`config.mk`:
```
export PLATFORM = sky130hd
export DESIGN_NAME = fifo_rd_adapter_flat
export DESIGN_NICKNAME = d
export VERILOG_FILES = /design/src/rtl/fifo_rd_adapter_if.sv /design/src/rtl/fifo_rd_adapter.sv /design/src/flat_wrapper.sv
export SDC_FILE = /design/constraint.sdc
export NUM_CORES = 1
export LEC_CHECK = 0
export ABC_AREA = 1
export CORE_ASPECT_RATIO = 1.1
export CORE_MARGIN = 1.5
export CORE_UTILIZATION = 35
export CTS_CLUSTER_DIAMETER = 200
export DETAILED_ROUTE_END_ITERATION = 7
export PLACE_DENSITY_LB_ADDON = 0.3
export SLEW_MARGIN = 10
export SYNTH_ARGS = -nofsm -noshare
export SYNTH_HDL_FRONTEND = slang
export SYNTH_SLANG_ARGS = --single-unit
```
`constraint.sdc`:
```
create_clock -name rd_clk -period 5.12 [get_ports rd_clk]
set_clock_uncertainty 0.15 [all_clocks]
set_input_delay 0.512 -clock rd_clk [delete_from_list [all_inputs] [get_ports rd_clk]]
set_output_delay 0.512 -clock rd_clk [all_outputs]
set_load 0.01 [all_outputs]
```
`src/rtl/fifo_rd_adapter_if.sv`:
```
// Bundle between fifo_rd_adapter and its surroundings: FIFO read side, output
// stream, and occupancy/in-flight debug taps for checkers.
interface fifo_rd_adapter_if #(
    parameter int DATA_W = 8
);
    // FIFO side: rdreq pops one word per cycle it is sampled high; data_out
    // carries that word exactly one cycle later. Stream side: a word moves
    // when m_valid && m_ready on a rising edge; m_valid/m_data stay stable
    // until that happens, and m_ready is ignored while m_valid is low.
    logic              rd_empty;
    logic              rdreq;
    logic [DATA_W-1:0] data_out;
    logic              m_valid;
    logic              m_ready;
    logic [DATA_W-1:0] m_data;
    logic [1:0]        dbg_occ;
    logic              dbg_inflight;

    modport master (
        input  rd_empty,
        input  data_out,
        input  m_ready,
        output rdreq,
        output m_valid,
        output m_data,
        output dbg_occ,
        output dbg_inflight
    );

    modport slave (
        output rd_empty,
        output data_out,
        output m_ready,
        input  rdreq,
        input  m_valid,
        input  m_data,
        input  dbg_occ,
        input  dbg_inflight
    );
endinterface

```
`src/rtl/fifo_rd_adapter.sv`:
```
// Converts a FIFO read port (1-cycle read latency) into a valid/ready stream
// through a 2-entry skid buffer. FIFO_RD_STATS_EN adds a handshake counter.
module fifo_rd_adapter #(
    parameter int DATA_W = 8
) (
    input  logic                rd_clk,
    input  logic                rst,
    fifo_rd_adapter_if.master   bus,
    output logic [15:0]         xfer_cnt
);

    logic [DATA_W-1:0] head_q, head_d;
    logic [DATA_W-1:0] tail_q, tail_d;
    logic [1:0]        occ_q, occ_d;
    logic              inflight_q, inflight_d;
    logic              pop;
    logic              room;
    logic              rdreq;
    logic [1:0]        base;

    // Words already buffered plus the one arriving must never exceed two,
    // unless a pop frees a slot in the same cycle.
    always_comb begin
        pop   = (occ_q != 2'd0) && bus.m_ready;
        room  = ({1'b0, occ_q} + {2'b00, inflight_q}) < 3'd2;
        rdreq = !rst && !bus.rd_empty && (room || pop);
    end

    always_comb begin
        head_d     = head_q;
        tail_d     = tail_q;
        inflight_d = rdreq;
        base       = occ_q;
        if (pop) begin
            head_d = tail_q;
            base   = occ_q - 2'd1;
        end
        // Arriving word lands in the first free slot after the pop shift.
        if (inflight_q) begin
            if (base == 2'd0) begin
                head_d = bus.data_out;
            end else begin
                tail_d = bus.data_out;
            end
        end
        occ_d = occ_q + {1'b0, inflight_q} - {1'b0, pop};
    end

    always_ff @(posedge rd_clk or posedge rst) begin
        if (rst) begin
            head_q     <= '0;
            tail_q     <= '0;
            occ_q      <= 2'd0;
            inflight_q <= 1'b0;
        end else begin
            head_q     <= head_d;
            tail_q     <= tail_d;
            occ_q      <= occ_d;
            inflight_q <= inflight_d;
        end
    end

    assign bus.rdreq        = rdreq;
    assign bus.m_valid      = (occ_q != 2'd0);
    assign bus.m_data       = head_q;
    assign bus.dbg_occ      = occ_q;
    assign bus.dbg_inflight = inflight_q;

`ifdef FIFO_RD_STATS_EN
    logic [15:0] cnt_q, cnt_d;

    always_comb begin
        cnt_d = cnt_q;
        if (pop) begin
            cnt_d = cnt_q + 16'd1;
        end
    end

    always_ff @(posedge rd_clk or posedge rst) begin
        if (rst) begin
            cnt_q <= 16'd0;
        end else begin
            cnt_q <= cnt_d;
        end
    end

    assign xfer_cnt = cnt_q;
`else
    assign xfer_cnt = 16'd0;
`endif

endmodule

```
`src/flat_wrapper.sv`:
```
// flat-port wrapper written by rule: the top's interface ports become plain ports
module fifo_rd_adapter_flat 
#(
    parameter int DATA_W = 8
)
  (rd_clk, rst, xfer_cnt, bus_rd_empty, bus_data_out, bus_m_ready, bus_rdreq, bus_m_valid, bus_m_data, bus_dbg_occ, bus_dbg_inflight);
  fifo_rd_adapter_if #(.DATA_W(DATA_W)) bus_i ();
  input  logic rd_clk;
  input  logic rst;
  output logic [15:0] xfer_cnt;
  input wire logic [$bits(bus_i.rd_empty)-1:0] bus_rd_empty;
  input wire logic [$bits(bus_i.data_out)-1:0] bus_data_out;
  input wire logic [$bits(bus_i.m_ready)-1:0] bus_m_ready;
  output wire logic [$bits(bus_i.rdreq)-1:0] bus_rdreq;
  output wire logic [$bits(bus_i.m_valid)-1:0] bus_m_valid;
  output wire logic [$bits(bus_i.m_data)-1:0] bus_m_data;
  output wire logic [$bits(bus_i.dbg_occ)-1:0] bus_dbg_occ;
  output wire logic [$bits(bus_i.dbg_inflight)-1:0] bus_dbg_inflight;
  assign bus_i.rd_empty = bus_rd_empty;
  assign bus_i.data_out = bus_data_out;
  assign bus_i.m_ready = bus_m_ready;
  assign bus_rdreq = bus_i.rdreq;
  assign bus_m_valid = bus_i.m_valid;
  assign bus_m_data = bus_i.m_data;
  assign bus_dbg_occ = bus_i.dbg_occ;
  assign bus_dbg_inflight = bus_i.dbg_inflight;
  fifo_rd_adapter #(.DATA_W(DATA_W)) u_core (.rd_clk(rd_clk), .rst(rst), .bus(bus_i), .xfer_cnt(xfer_cnt));
endmodule
```
Yosys cells after proc, flatten, opt, wreduce, memory -nomap -nowiden
Index checks and enable logic that the tools add are counted.
Word-level totals
  bits in registers: 19
  output and inout port bits: 29
Operators by class
  $add $sub $neg: 4
  magnitude comparators: 1
  multiplexer cells: 4
  bitwise gates (word level): 1
  reduce and logical (&&, ||, !) cells: 9
Operators with widths (number)
  8-bit two-way mux: 3
  2-bit by 1-bit adder with 3-bit output: 1
  1-bit logical AND: 3
  3-bit by 2-bit less-than comparator with 1-bit output (second input constant): 1
  2-bit by 1-bit adder with 2-bit output: 1
  1-bit logical NOT: 2
  2-bit logical NOT: 1
  2-bit two-way mux: 1
  2-bit AND reduction: 1
  2-bit nonzero test: 1
  2-bit by 1-bit subtractor with 2-bit output: 1
  2-bit by 1-bit subtractor with 2-bit output (second input constant): 1
  1-bit logical OR: 1
  1-bit NOT: 1

Logic depth before layout (Yosys ltp)
  depth in word-level cells: 6
  depth in mapped cells: 10

Worst setup path after synthesis
No wires, ideal clock.
  kind: register to register
  start point: register u_core.occ_q[1] (netlist: u_core.bus.dbg_occ[1])
  end point: register u_core.occ_q[1] (netlist: u_core.bus.dbg_occ[1])
  setup time: 0.129 ns
  data arrival time: 1.981 ns
  required time: 4.841 ns
  path slack: 2.861 ns
  cell stages (with the launch flop): 11
  buffers on the path: 0
  clock period less this slack: 2.259 ns
  cells stage by stage: dfrtp_1 > inv_1 > ha_1 > inv_2 > nand2_2 > clkinv_1 > ha_1 > inv_1 > ha_1 > xnor2_1 > xor2_1
On the way
  longest elaborated chain between the ends: 3
Ends and longest elaborated chain
  start: declaration: RTL line fifo_rd_adapter.sv:14  | logic [1:0] occ_q, occ_d;
  start signal: assignment: RTL line fifo_rd_adapter.sv:53  | occ_q <= 2'd0;
  start signal: assignment: RTL line fifo_rd_adapter.sv:58  | occ_q <= occ_d;
  2-bit nonzero test
  named net bus_m_valid: RTL line flat_wrapper.sv:15  | output wire logic [$bits(bus_i.m_valid)-1:0] bus_m_valid;
  1-bit logical AND: RTL line fifo_rd_adapter.sv:24  | pop = (occ_q != 2'd0) && bus.m_ready;
  2-bit by 1-bit subtractor with 2-bit output: RTL line fifo_rd_adapter.sv:46  | occ_d = occ_q + {1'b0, inflight_q} - {1'b0, pop};
  named net u_core.occ_d[1]: RTL line fifo_rd_adapter.sv:14
The timed path passes the listed nets, and every way through them passes these cells.
A chain may end at the register's enable or synchronous reset.

Final worst setup path
  start point: register u_core.occ_q[1] (netlist: u_core.bus.dbg_occ[1])
  end point: output bus_rdreq
On the way
  longest elaborated chain between the ends: 4
Ends and longest elaborated chain
  2-bit by 1-bit adder with 3-bit output / 2-bit nonzero test (equally long branches): RTL line fifo_rd_adapter.sv:25, fifo_rd_adapter.sv:24
  3-bit by 2-bit less-than comparator with 1-bit output / 1-bit logical AND (equally long branches): RTL line fifo_rd_adapter.sv:25, fifo_rd_adapter.sv:24
  1-bit logical OR (*): RTL line fifo_rd_adapter.sv:26  | rdreq = !rst && !bus.rd_empty && (room || pop);
  1-bit logical AND (*): RTL line fifo_rd_adapter.sv:26
  end: declaration: RTL line flat_wrapper.sv:14  | output wire logic [$bits(bus_i.rdreq)-1:0] bus_rdreq;
Every way passes the cells marked *; elsewhere a longest branch is shown, timed or not.

==> out/results.md <==
| Result | Reported | Unit |
|:---|:---|:---|
| Clock buffers created by TritonCTS | 3 | - |
| Number of I/O pins | 41 | - |
| Leading register cell type out of synthesis | sky130_fd_sc_hd__dfrtp_1 | - |
| Sort of element at the start of the critical path | flip-flop | - |
| Mean routed wirelength per cell | 11.8 | µm |
| Type of the tightest min-delay check | flip-flop to flip-flop | - |
| Die Footprint | 3480 | µm² |
| Required time worst endpoint | 4.46 | ns |
| Post-CTS Resized | 0 | - |
| Count of buffers added by post-CTS timing repair for setup | 0 | - |
| Yosys warning count | 0 | - |
| Count of non-filler cells in the finished layout | 191 | - |
| Total inserted antenna cells | 0 | - |
| Setup CP Type | flip-flop to primary output | - |
| Most frequent cells after synthesis | sky130_fd_sc_hd__nand2_1 (57), sky130_fd_sc_hd__dfrtp_1 (19), sky130_fd_sc_hd__buf_4 (16), sky130_fd_sc_hd__nand3_1 (8), sky130_fd_sc_hd__nand4_1 (8) | - |
| Initial Util | 36.3 | % |
| Vias after detailed routing | 887 | - |
| Final clock period utilization by the worst path | 58.3 | % |
| Skew-Pair Late Insertion Delay | 0.30 | ns |
| Critical path peak fanout | 12 | - |
| Setup WS pre-CTS | 2.24 | ns |
| Worst setup EP type | primary output | - |
| Sequential element share of the synthesized area | 43.4 | % |
| Max-Cap Viols | 0 | - |
| VDD IR max | 280 | µV |
| Final worst setup slack | 2.13 | ns |
| Placer congestion estimate | 0.806 | - |
| Number of H-tree branching levels | 1 | - |
| Clock tree buffer depth | 2 | - |
| Total of hold buffers inserted after clock tree synthesis | 0 | - |
| Layout cell share with drive strength beyond 1 | 7.64 | % |
| Setup tns final | 0 | ns |
| Clock tree sinks | 19 | - |
| Max Slew Vio Count | 0 | - |
| Static Leakage | 0.700 | nW |
| Maximum number of pins on one net before global-route repair | 22 | - |
| Relative slew slack | 50.9 | % |
| Final setup violating endpoints | 0 | - |
| Dominant cells by area after synthesis | sky130_fd_sc_hd__dfrtp_1 (43%), sky130_fd_sc_hd__nand2_1 (20%), sky130_fd_sc_hd__buf_4 (11%), sky130_fd_sc_hd__nand4_1 (4.6%), sky130_fd_sc_hd__nand3_1 (3.7%) | - |
| Setup repair after global routing missed its margin | false | - |
| Number of search-and-repair iterations in the first detailed-routing pass | 4 | - |
| Post-layout minimum cycle time | 2.99 | ns |
| Layout area overhead | 20.5 | % |
| Number of antenna violations at the first check in global routing | 0 | - |
| GRT overflow | 0 | - |
| Clock-pin slew of the registers on the worst-case setup and hold paths | 0.12 | ns |
| Power density over cell area | 551 | nW/µm² |
| Slew at the pin closest to its max-slew limit | 0.735 | ns |
| Footprint of the multi-input gates | 509 | µm² |
| Avg Vias per Cell | 4.64 | - |
| Total of flip-flops plus latches after synthesis | 19 | - |
| Count leader, synth | sky130_fd_sc_hd__nand2_1 | - |
| PnR Total Power | 0.728 | mW |
| Final nets | 173 | - |
| Post-Synthesis Mean Instance Area | 8.24 | µm² |
| Wire length of the first global-routing pass | 3660 | µm |
| Fill cell total of the finished layout | 325 | - |
| Netlist Area Pre-Place | 1100 | µm² |
| Aggregate global-route resource usage | 14.2 | % |
| Clock tree from TritonCTS | yes | - |
| HPWL after DPL | 1590 | µm |
| Proportion of register bits with asynchronous set or reset after synthesis | 100 | % |
| Via count of the first global-routing pass | 781 | - |
| Cell accounting for the most synthesized area | sky130_fd_sc_hd__dfrtp_1 | - |
| Cell count of the worst reg-to-reg path | 10 | - |
| Status | finished, final reports clean | - |
| DIE HEIGHT | 61.7 | µm |
| EDFF count, synth | 0 | - |
| Placement Rows | 21 | - |
| Core box area | 3020 | µm² |
| Iteration-0 DRC count of the detailed router | 32 | - |
| Maximum operating frequency | 335 | MHz |
| Number of stages on the worst hold path | 2 | - |
| Register area | 475 | µm² |
| Number of antenna-violating nets in the routed design | 0 | - |
| Final WL | 2260 | µm |
| Die X-Extent | 56.4 | µm |
| Signal arrival time at the worst endpoint | 2.32 | ns |
| Proportion of netlist area held by the largest area contributor | 43.4 | % |
| Number of placed cells counting well taps | 187 | - |
| Number of different library cells in the post-synthesis netlist | 22 | - |
| Number of hold-slack violations in the final timing report | 0 | - |
| Buffer cell driving the clock tree root | sky130_fd_sc_hd__clkbuf_4 | - |
| Number of port buffers | 24 | - |
| Remaining routing DRC violations | 0 | - |
| Number of instances in the synthesized netlist | 133 | - |
[state kept, by name, indices dropped and copies added (netlist names)]
signal / count
u_core.bus.dbg_inflight: 1
u_core.bus.dbg_occ: 2
u_core.bus.m_data: 8
u_core.tail_q: 8
[metrics by stage]
stage / area, µm² / hold slack, ns / util, %
floorplan: 1150 / 0.292 / -
global placement: 1290 / 0.305 / 42.8
detailed placement: 1290 / 0.310 / 42.8
CTS: 1320 / 0.339 / 43.7
global route: 1320 / 0.368 / 43.7
finish: 1320 / 0.341 / 43.7
[kinds of logic after synthesis]
family / Yosys count / share of synthesized area (%)
flip-flops: 19 / 43.4
XOR/XNOR: 2 / 1.60
other: 1 / 0.342
adder cells (fa/ha/maj): 3 / 3.43
AND/OR/NAND/NOR: 80 / 33.9
buffers and inverters: 26 / 15.3
AO/OA/AOI/OAI: 2 / 2.06
[metal layers]
layer,track usage [%],vias to the layer above,routed length (µm),share of wire (%)
met1,19.1,412,1020,45
met3,2.69,4,124,5.5
met4,7.14,0,34,1.5
met5,0,-,0,0
met2,22.4,28,1070,47
li1,-,443,-,-
[worst max-delay path, cell delays in order, from the launching register on]
cell                              delay (ns)
sky130_fd_sc_hd__dfrtp_1                0.47
sky130_fd_sc_hd__inv_1                  0.11
sky130_fd_sc_hd__ha_1                   0.20
sky130_fd_sc_hd__inv_2                  0.08
sky130_fd_sc_hd__nand2_2                0.18
sky130_fd_sc_hd__nand2_2                0.17
sky130_fd_sc_hd__nand2_1                0.06
sky130_fd_sc_hd__a31oi_1                0.18
sky130_fd_sc_hd__clkdlybuf4s50_1        0.57
[cell usage in the layout, fill, tap and decap left out, drive strengths merged]
master,synthesis,routed
inv,6,6
conb,1,16
xnor2,1,1
dfrtp,19,19
clkbuf,0,3
ha,3,3
nand2,60,60
nand3,10,10
nand4,9,9
xor2,1,1
nor2,1,1
a21oi,1,1
clkdlybuf4s50,0,24
clkinv,1,2
a31oi,1,1
[power by group]
part	leakage [nW]	switching (mW)	internal (mW)	total, mW
logic	0.443	0.220	0.163	0.383
registers	0.239	0.0502	0.215	0.265
clock network	0.0177	0.0502	0.0291	0.0793
total	0.700	0.320	0.407	0.728
[area by class of cell]
type | count | area share, %
well taps | 34 | 3.22
clock inverters | 1 | 0.379
repair buffers | 24 | 18.2
inverters | 7 | 1.99
multi-input cells | 103 | 38.5
clock buffers | 3 | 1.70
flip-flops and latches | 19 | 36.0
[worst paths after layout]
path / start / to / slack [ns]
min: u_core.tail_q[4]$_DFFE_PP0P_ / u_core.tail_q[4]$_DFFE_PP0P_ / 0.34
max: u_core.bus.dbg_occ[1]$_DFF_PP0_ / bus_rdreq / 2.13
max in group asynchronous: rst / u_core.tail_q[3]$_DFFE_PP0P_ / 3.86
max reg2reg: u_core.bus.dbg_occ[1]$_DFF_PP0_ / u_core.bus.dbg_occ[1]$_DFF_PP0_ / 2.48
min reg2reg: u_core.tail_q[4]$_DFFE_PP0P_ / u_core.tail_q[4]$_DFFE_PP0P_ / 0.34
min in group asynchronous: rst / u_core.bus.dbg_occ[1]$_DFF_PP0_ / 0.50
Power figures use the tool's default switching activity.
